`config.mk`:
```
export PLATFORM = sky130hd
export DESIGN_NAME = axi_wfifo_reader
export DESIGN_NICKNAME = d
export VERILOG_FILES = /design/src/rtl/axi_wfifo_reader.sv
export SDC_FILE = /design/constraint.sdc
export NUM_CORES = 1
export LEC_CHECK = 0
export BUFFER_PORTS_ARGS = -buffer_cell sky130_fd_sc_hd__buf_4
export CAP_MARGIN = 20
export CORE_MARGIN = 2
export CORE_UTILIZATION = 48
export CTS_CLUSTER_DIAMETER = 50
export CTS_CLUSTER_SIZE = 28
export DETAILED_ROUTE_END_ITERATION = 8
export GPL_TIMING_DRIVEN = 0
export HOLD_SLACK_MARGIN = 0.1
export PLACE_DENSITY = 0.76
export SLEW_MARGIN = 20
export SYNTH_ARGS = -nofsm -noshare
export SYNTH_HDL_FRONTEND = slang
export SYNTH_SLANG_ARGS = --single-unit
```
`constraint.sdc`:
```
create_clock -name clk -period 3.6 [get_ports clk]
set_clock_uncertainty 0.05 [all_clocks]
set_input_delay 0.54 -clock clk [delete_from_list [all_inputs] [get_ports clk]]
set_output_delay 0.54 -clock clk [all_outputs]
set_load 0.05 [all_outputs]
```
`src/rtl/axi_wfifo_reader.sv`:
```
// axi_wfifo_reader: drains the write-data FIFO and drives an AXI4 W-channel
// burst. A two-slot output buffer absorbs the one-cycle FIFO read latency
// so beats can stream back-to-back.
module axi_wfifo_reader #(
  parameter int DATA_W = 128,
  parameter int STRB_W = DATA_W / 8,
  parameter int LEN_W  = 8
) (
  input  logic              clk,
  input  logic              rst,
  input  logic              start,
  input  logic [LEN_W-1:0]  awlen,
  output logic              busy,
  output logic              done,
  input  logic              empty,
  output logic              rd_en,
  input  logic [DATA_W-1:0] rd_data,
  output logic              wvalid,
  input  logic              wready,
  output logic [DATA_W-1:0] wdata,
  output logic [STRB_W-1:0] wstrb,
  output logic              wlast
);

  localparam logic [LEN_W:0] CNT_ONE = {{LEN_W{1'b0}}, 1'b1};

  typedef enum logic {
    IDLE,
    ACTIVE
  } state_t;

  state_t state, state_next;

  logic [LEN_W:0]  total;
  logic [LEN_W:0]  req_cnt;
  logic [LEN_W:0]  sent_cnt;
  logic [DATA_W-1:0] slot0;
  logic [DATA_W-1:0] slot1;
  logic [1:0]      occ;
  logic            inflight;
  logic            done_q;

  logic            pop;
  logic            last_beat;
  logic            start_ok;
  logic            finish;
  logic [2:0]      pending;

  // State register.
  always_ff @(posedge clk) begin
    if (rst) begin
      state <= IDLE;
    end else begin
      state <= state_next;
    end
  end

  // Next-state: accept a start in IDLE, leave ACTIVE on the last handshake.
  always_comb begin
    state_next = state;
    start_ok   = 1'b0;
    finish     = 1'b0;
    case (state)
      IDLE: begin
        if (start) begin
          start_ok   = 1'b1;
          state_next = ACTIVE;
        end
      end
      ACTIVE: begin
        if (pop && last_beat) begin
          finish     = 1'b1;
          state_next = IDLE;
        end
      end
      default: state_next = IDLE;
    endcase
  end

  // Handshake, read-issue and W-channel outputs.
  always_comb begin
    wvalid    = (occ != 2'd0);
    pop       = wvalid & wready;
    last_beat = (sent_cnt == (total - CNT_ONE));
    // Slots that will be committed after this edge: buffered plus the read
    // landing now, minus the beat leaving now. Issue only if one stays free.
    pending   = {1'b0, occ} + {2'b00, inflight} - {2'b00, pop};
    rd_en     = (state == ACTIVE) & ~empty & (req_cnt < total) & (pending < 3'd2);
    busy      = (state == ACTIVE);
    done      = done_q;
    wdata     = slot0;
    wstrb     = wvalid ? '1 : '0;
    wlast     = wvalid & last_beat;
  end

  // Datapath: burst length, counters, read pipeline and the output buffer.
  always_ff @(posedge clk) begin
    if (rst) begin
      total    <= '0;
      req_cnt  <= '0;
      sent_cnt <= '0;
      slot0    <= '0;
      slot1    <= '0;
      occ      <= '0;
      inflight <= 1'b0;
      done_q   <= 1'b0;
    end else begin
      inflight <= rd_en;
      done_q   <= finish;
      if (start_ok) begin
        total    <= {1'b0, awlen} + CNT_ONE;
        req_cnt  <= '0;
        sent_cnt <= '0;
        slot0    <= '0;
        slot1    <= '0;
        occ      <= '0;
      end else begin
        if (rd_en) begin
          req_cnt <= req_cnt + CNT_ONE;
        end
        if (pop) begin
          sent_cnt <= sent_cnt + CNT_ONE;
        end
        // Slots above the occupancy are kept at zero so wdata reads zero
        // whenever wvalid is low.
        case ({inflight, pop})
          2'b10: begin
            if (occ == 2'd0) begin
              slot0 <= rd_data;
            end else begin
              slot1 <= rd_data;
            end
            occ <= occ + 2'd1;
          end
          2'b01: begin
            slot0 <= slot1;
            slot1 <= '0;
            occ   <= occ - 2'd1;
          end
          2'b11: begin
            if (occ == 2'd1) begin
              slot0 <= rd_data;
            end else begin
              slot0 <= slot1;
              slot1 <= rd_data;
            end
          end
          default: begin
          end
        endcase
      end
    end
  end

endmodule
```
==> flow_metrics.env <==
export IMPL_status="complete, but fails checks"
export IMPL_violations="negative setup slack"
export IMPL_period_share_pct=103.2
export IMPL_clk_pin_slew_worst_paths_ns=0.07
export IMPL_via_per_inst=5.618
export IMPL_finalSetupViolations=1
export IMPL_first_iter_violations=914
export IMPL_numPortBuffers=289
export IMPL_totalPowerFinal_mw=8.451
export IMPL_cellLeakagePower_nw=5.768
export IMPL_drt_wl_total_mm=36.20
export IMPL_min_delay_worst_endpoint="inflight"
export IMPL_r2r_setup_slack_ns=0.25
export IMPL_finish_net_count=1896
export IMPL_finalCriticalPeriod_ns=3.714
export IMPL_fin_util_pct=64.29
export IMPL_synthCells=1404
export IMPL_drt_pre_antenna_iters=7
export IMPL_power_frac_seq_pct=40.6
export IMPL_maxSlewHeadroom_pct=36.85
export IMPL_first_global_vias=11230
export IMPL_p_sw_mw=2.754
export IMPL_drc=0
export IMPL_p_per_area_mw_per_mm2=545.3
export IMPL_num_vias=11710
export IMPL_initial_core_util_pct=48.53
export IMPL_synth_commonest_cells="288 x dfxtp_1, 149 x nor2_1, 143 x nand2_1"
export IMPL_rsz0062_at_grt="true"
export IMPL_pwr_share_clk_pct=38.5
export IMPL_tightest_slew_ns=0.9472
export IMPL_clk_insertion_delay_late_ns=0.57
export IMPL_grt_util_all_layers_pct=27.21
export IMPL_dp_hpwl_mm=25.76
export IMPL_finalHoldViolCount=0
export IMPL_yosys_warnings=0
export IMPL_critPathLaunchType="flop"
export IMPL_layout_drive_gt1_share_pct=22.27
export IMPL_synth_flop_cell="dfxtp_1"
export IMPL_critPathArrivalTime_ns=3.12
export IMPL_rows=57
export IMPL_cp_required_ns=3.01
export IMPL_fp_dieH_um=160.1
export IMPL_cts_max_level=1
export IMPL_clkSinkCount=288
export IMPL_internal_power_mw=5.697
export IMPL_ir_drop_v=0.0004026
export IMPL_grt_pass1_wl_mm=57.61
export IMPL_path_max_fanout=4
export IMPL_r2r_cells=17
export IMPL_synth_area_per_cell_um2=8.332
export IMPL_syn_cell_area_mm2=0.01170
export IMPL_globalplace_congestion=0.8962
export IMPL_synth_seq_area_share_pct=49.29
export IMPL_antenna_left=0
export IMPL_antennaDiodeCount=0
export IMPL_n_fill_cell=2097
export IMPL_die_w_um=160.1
export IMPL_swShare_pct=32.59
export IMPL_drv_slew=0
export IMPL_cts_path_max_buffers=3
export IMPL_yosysMostFrequentCell="dfxtp_1"
export IMPL_postCtsHoldBufs=0
export IMPL_hold_start="rst"
export IMPL_yosys_register_bits=288
export IMPL_layout_setup_ws_ns=-0.1140
export IMPL_ctsRootBufferMaster="clkbuf_16"
export IMPL_die_area_mm2=0.02564
export IMPL_dp_slack_ns=-0.6797
export IMPL_synth_top_cell_area_share_pct=49.29
export IMPL_synth_top_cell_by_area="dfxtp_1"
export IMPL_cap_violations=0
export IMPL_drt_wirelength_per_cell_um=17.37
export IMPL_async_flop_share_pct=0
export IMPL_hold_depth=2
export IMPL_max_freq_ghz=0.2693
export IMPL_ios=290
export IMPL_reg2reg_from="occ[1]"
export IMPL_fin_tns_setup_ns=-0.1140
export IMPL_hold_path_class="input pin to flop"
export IMPL_synth_edff_count=0
export IMPL_r2r_end="req_cnt[2]"
export IMPL_cts_tree="done"
export IMPL_synth_cell_types=42
export IMPL_core_mm2=0.02411
export IMPL_crit_path_end_kind="primary output"
export IMPL_area_growth_pct=32.49
export IMPL_combPwrFrac_pct=20.9
export IMPL_antenna_found_initial=0
export IMPL_critical_path_class="flop to primary output"
export IMPL_grt_max_degree=20
export IMPL_cts_buffers_inserted=30
export IMPL_synth_nets=1564
export IMPL_ys_top_cells_by_area="dfxtp_1 49%, a221oi_1 9.6%, a21oi_1 6.1%, nand3_1 5.7%, nor3_1 5.6%"
export IMPL_grt_overflow=0
cells by family (layout without fill, tap and decap cells):
group | count (synthesis) | after routing | synth area share, %
XOR/XNOR | 27 | 27 | 2.022
AND/OR/NAND/NOR | 593 | 593 | 22.73
multiplexers | 3 | 3 | 0.2567
buffers and inverters | 169 | 525 | 5.958
AO/OA/AOI/OAI | 305 | 305 | 17.65
adder cells (fa/ha/maj) | 19 | 19 | 2.097
flip-flops | 288 | 288 | 49.29
worst max path at each step:
stage          startpoint  slack (ns)    end
6_report           occ[1]       -0.11  rd_en
5_1_grt            occ[1]       -0.25  rd_en
4_1_cts            occ[1]       -0.36  rd_en
3_5_place_dp       occ[1]       -0.68  rd_en
3_3_place_gp       wready       -0.67  rd_en
2_1_floorplan      occ[1]        0.02  rd_en
routing by layer:
layer  vias to the layer above  share of wire [%]  global-route usage [%]
li1                       5691                  -                       -
met1                      5513                 41                   34.58
met2                       427                 47                   46.46
met3                        77                7.9                   5.558
met4                         0                3.3                   8.722
met5                         -                  0                       0
final cells by class:
| class | instances | area (µm²) | share of cell area (%) |
|---|---|---|---|
| Inverter | 19 | 82.58 | 0.5329 |
| Buffer | 148 | 624.3 | 4.029 |
| Timing Repair Buffer | 302 | 2275 | 14.68 |
| Multi-Input combinational cell | 947 | 5279 | 34.06 |
| Tap cell | 324 | 405.4 | 2.616 |
| Sequential cell | 288 | 5768 | 37.22 |
| Clock inverter | 25 | 299.0 | 1.930 |
| Clock buffer | 31 | 764.5 | 4.933 |
critical path, stage by stage, from the launching register on:
cell and delay (ns):
dfxtp_2 0.35, inv_4 0.04, ha_4 0.16, nor2b_4 0.11, buf_6 0.12, inv_4 0.04, ha_4 0.26, and2_4 0.13
fa_1 0.45, nor4b_2 0.24, o211ai_1 0.13, a211o_1 0.31, inv_4 0.07, buf_8 0.14
state kept, by name, summed over array words and instances, names as in the netlist:
register  count
slot1       128
wdata       128
req_cnt       9
sent_cnt      9
total         9
occ           2
busy          1
done          1
inflight      1
through the flow:
step	hold slack [ns]	instances	instance area (µm²)
2_1_floorplan	0.3817	1404	11700
3_3_place_gp	0.3872	2017	14270
3_5_place_dp	0.3928	2017	14270
4_1_cts	0.1171	2083	15480
5_1_grt	0.1160	2084	15500
6_report	0.1276	2084	15500
power groups by stage:
stage | logic, mW | clock network [mW] | registers, mW
floorplan | 0.812 | 0 | 3.81
finish | 1.76 | 3.26 | 3.43
detailed placement | 1.72 | 0 | 3.50
global route | 1.90 | 3.43 | 3.45
global placement | 1.70 | 0 | 3.49
CTS | 1.76 | 3.30 | 3.43
repair_timing:
action / in CTS / in global routing
resized for setup: 19 / 5
setup endpoints to repair: 11 / 1
buffers inserted: 11 / 2
pin swaps: 6 / 5
layout by cell type, fill, tap and decap left out, types with 2 or more instances in the layout:
master,netlist,layout
nor2_1,149,149
a21oi_1,142,142
a211oi_1,2,2
xor2_1,10,10
bufinv_16,0,2
o21ai_0,16,16
and2_1,4,3
inv_8,0,5
inv_4,0,3
nand3_1,134,134
clkbuf_1,127,125
clkinv_2,0,2
clkbuf_16,0,30
clkinv_8,0,4
ha_4,0,2
a211o_1,2,2
a221oi_1,128,128
inv_6,0,4
xnor2_1,17,17
dfxtp_2,0,2
and3_1,3,3
nor4_1,2,2
or3_1,10,10
buf_4,16,317
clkinvlp_4,0,5
mux2i_1,3,3
o22ai_1,7,7
nand2_1,143,143
buf_1,5,5
nand2b_1,2,2
dfxtp_1,288,286
nor3_1,132,132
clkinv_4,0,3
inv_1,19,14
ha_1,18,15
nand4_1,7,7
(Power assumes the default switching activity.)
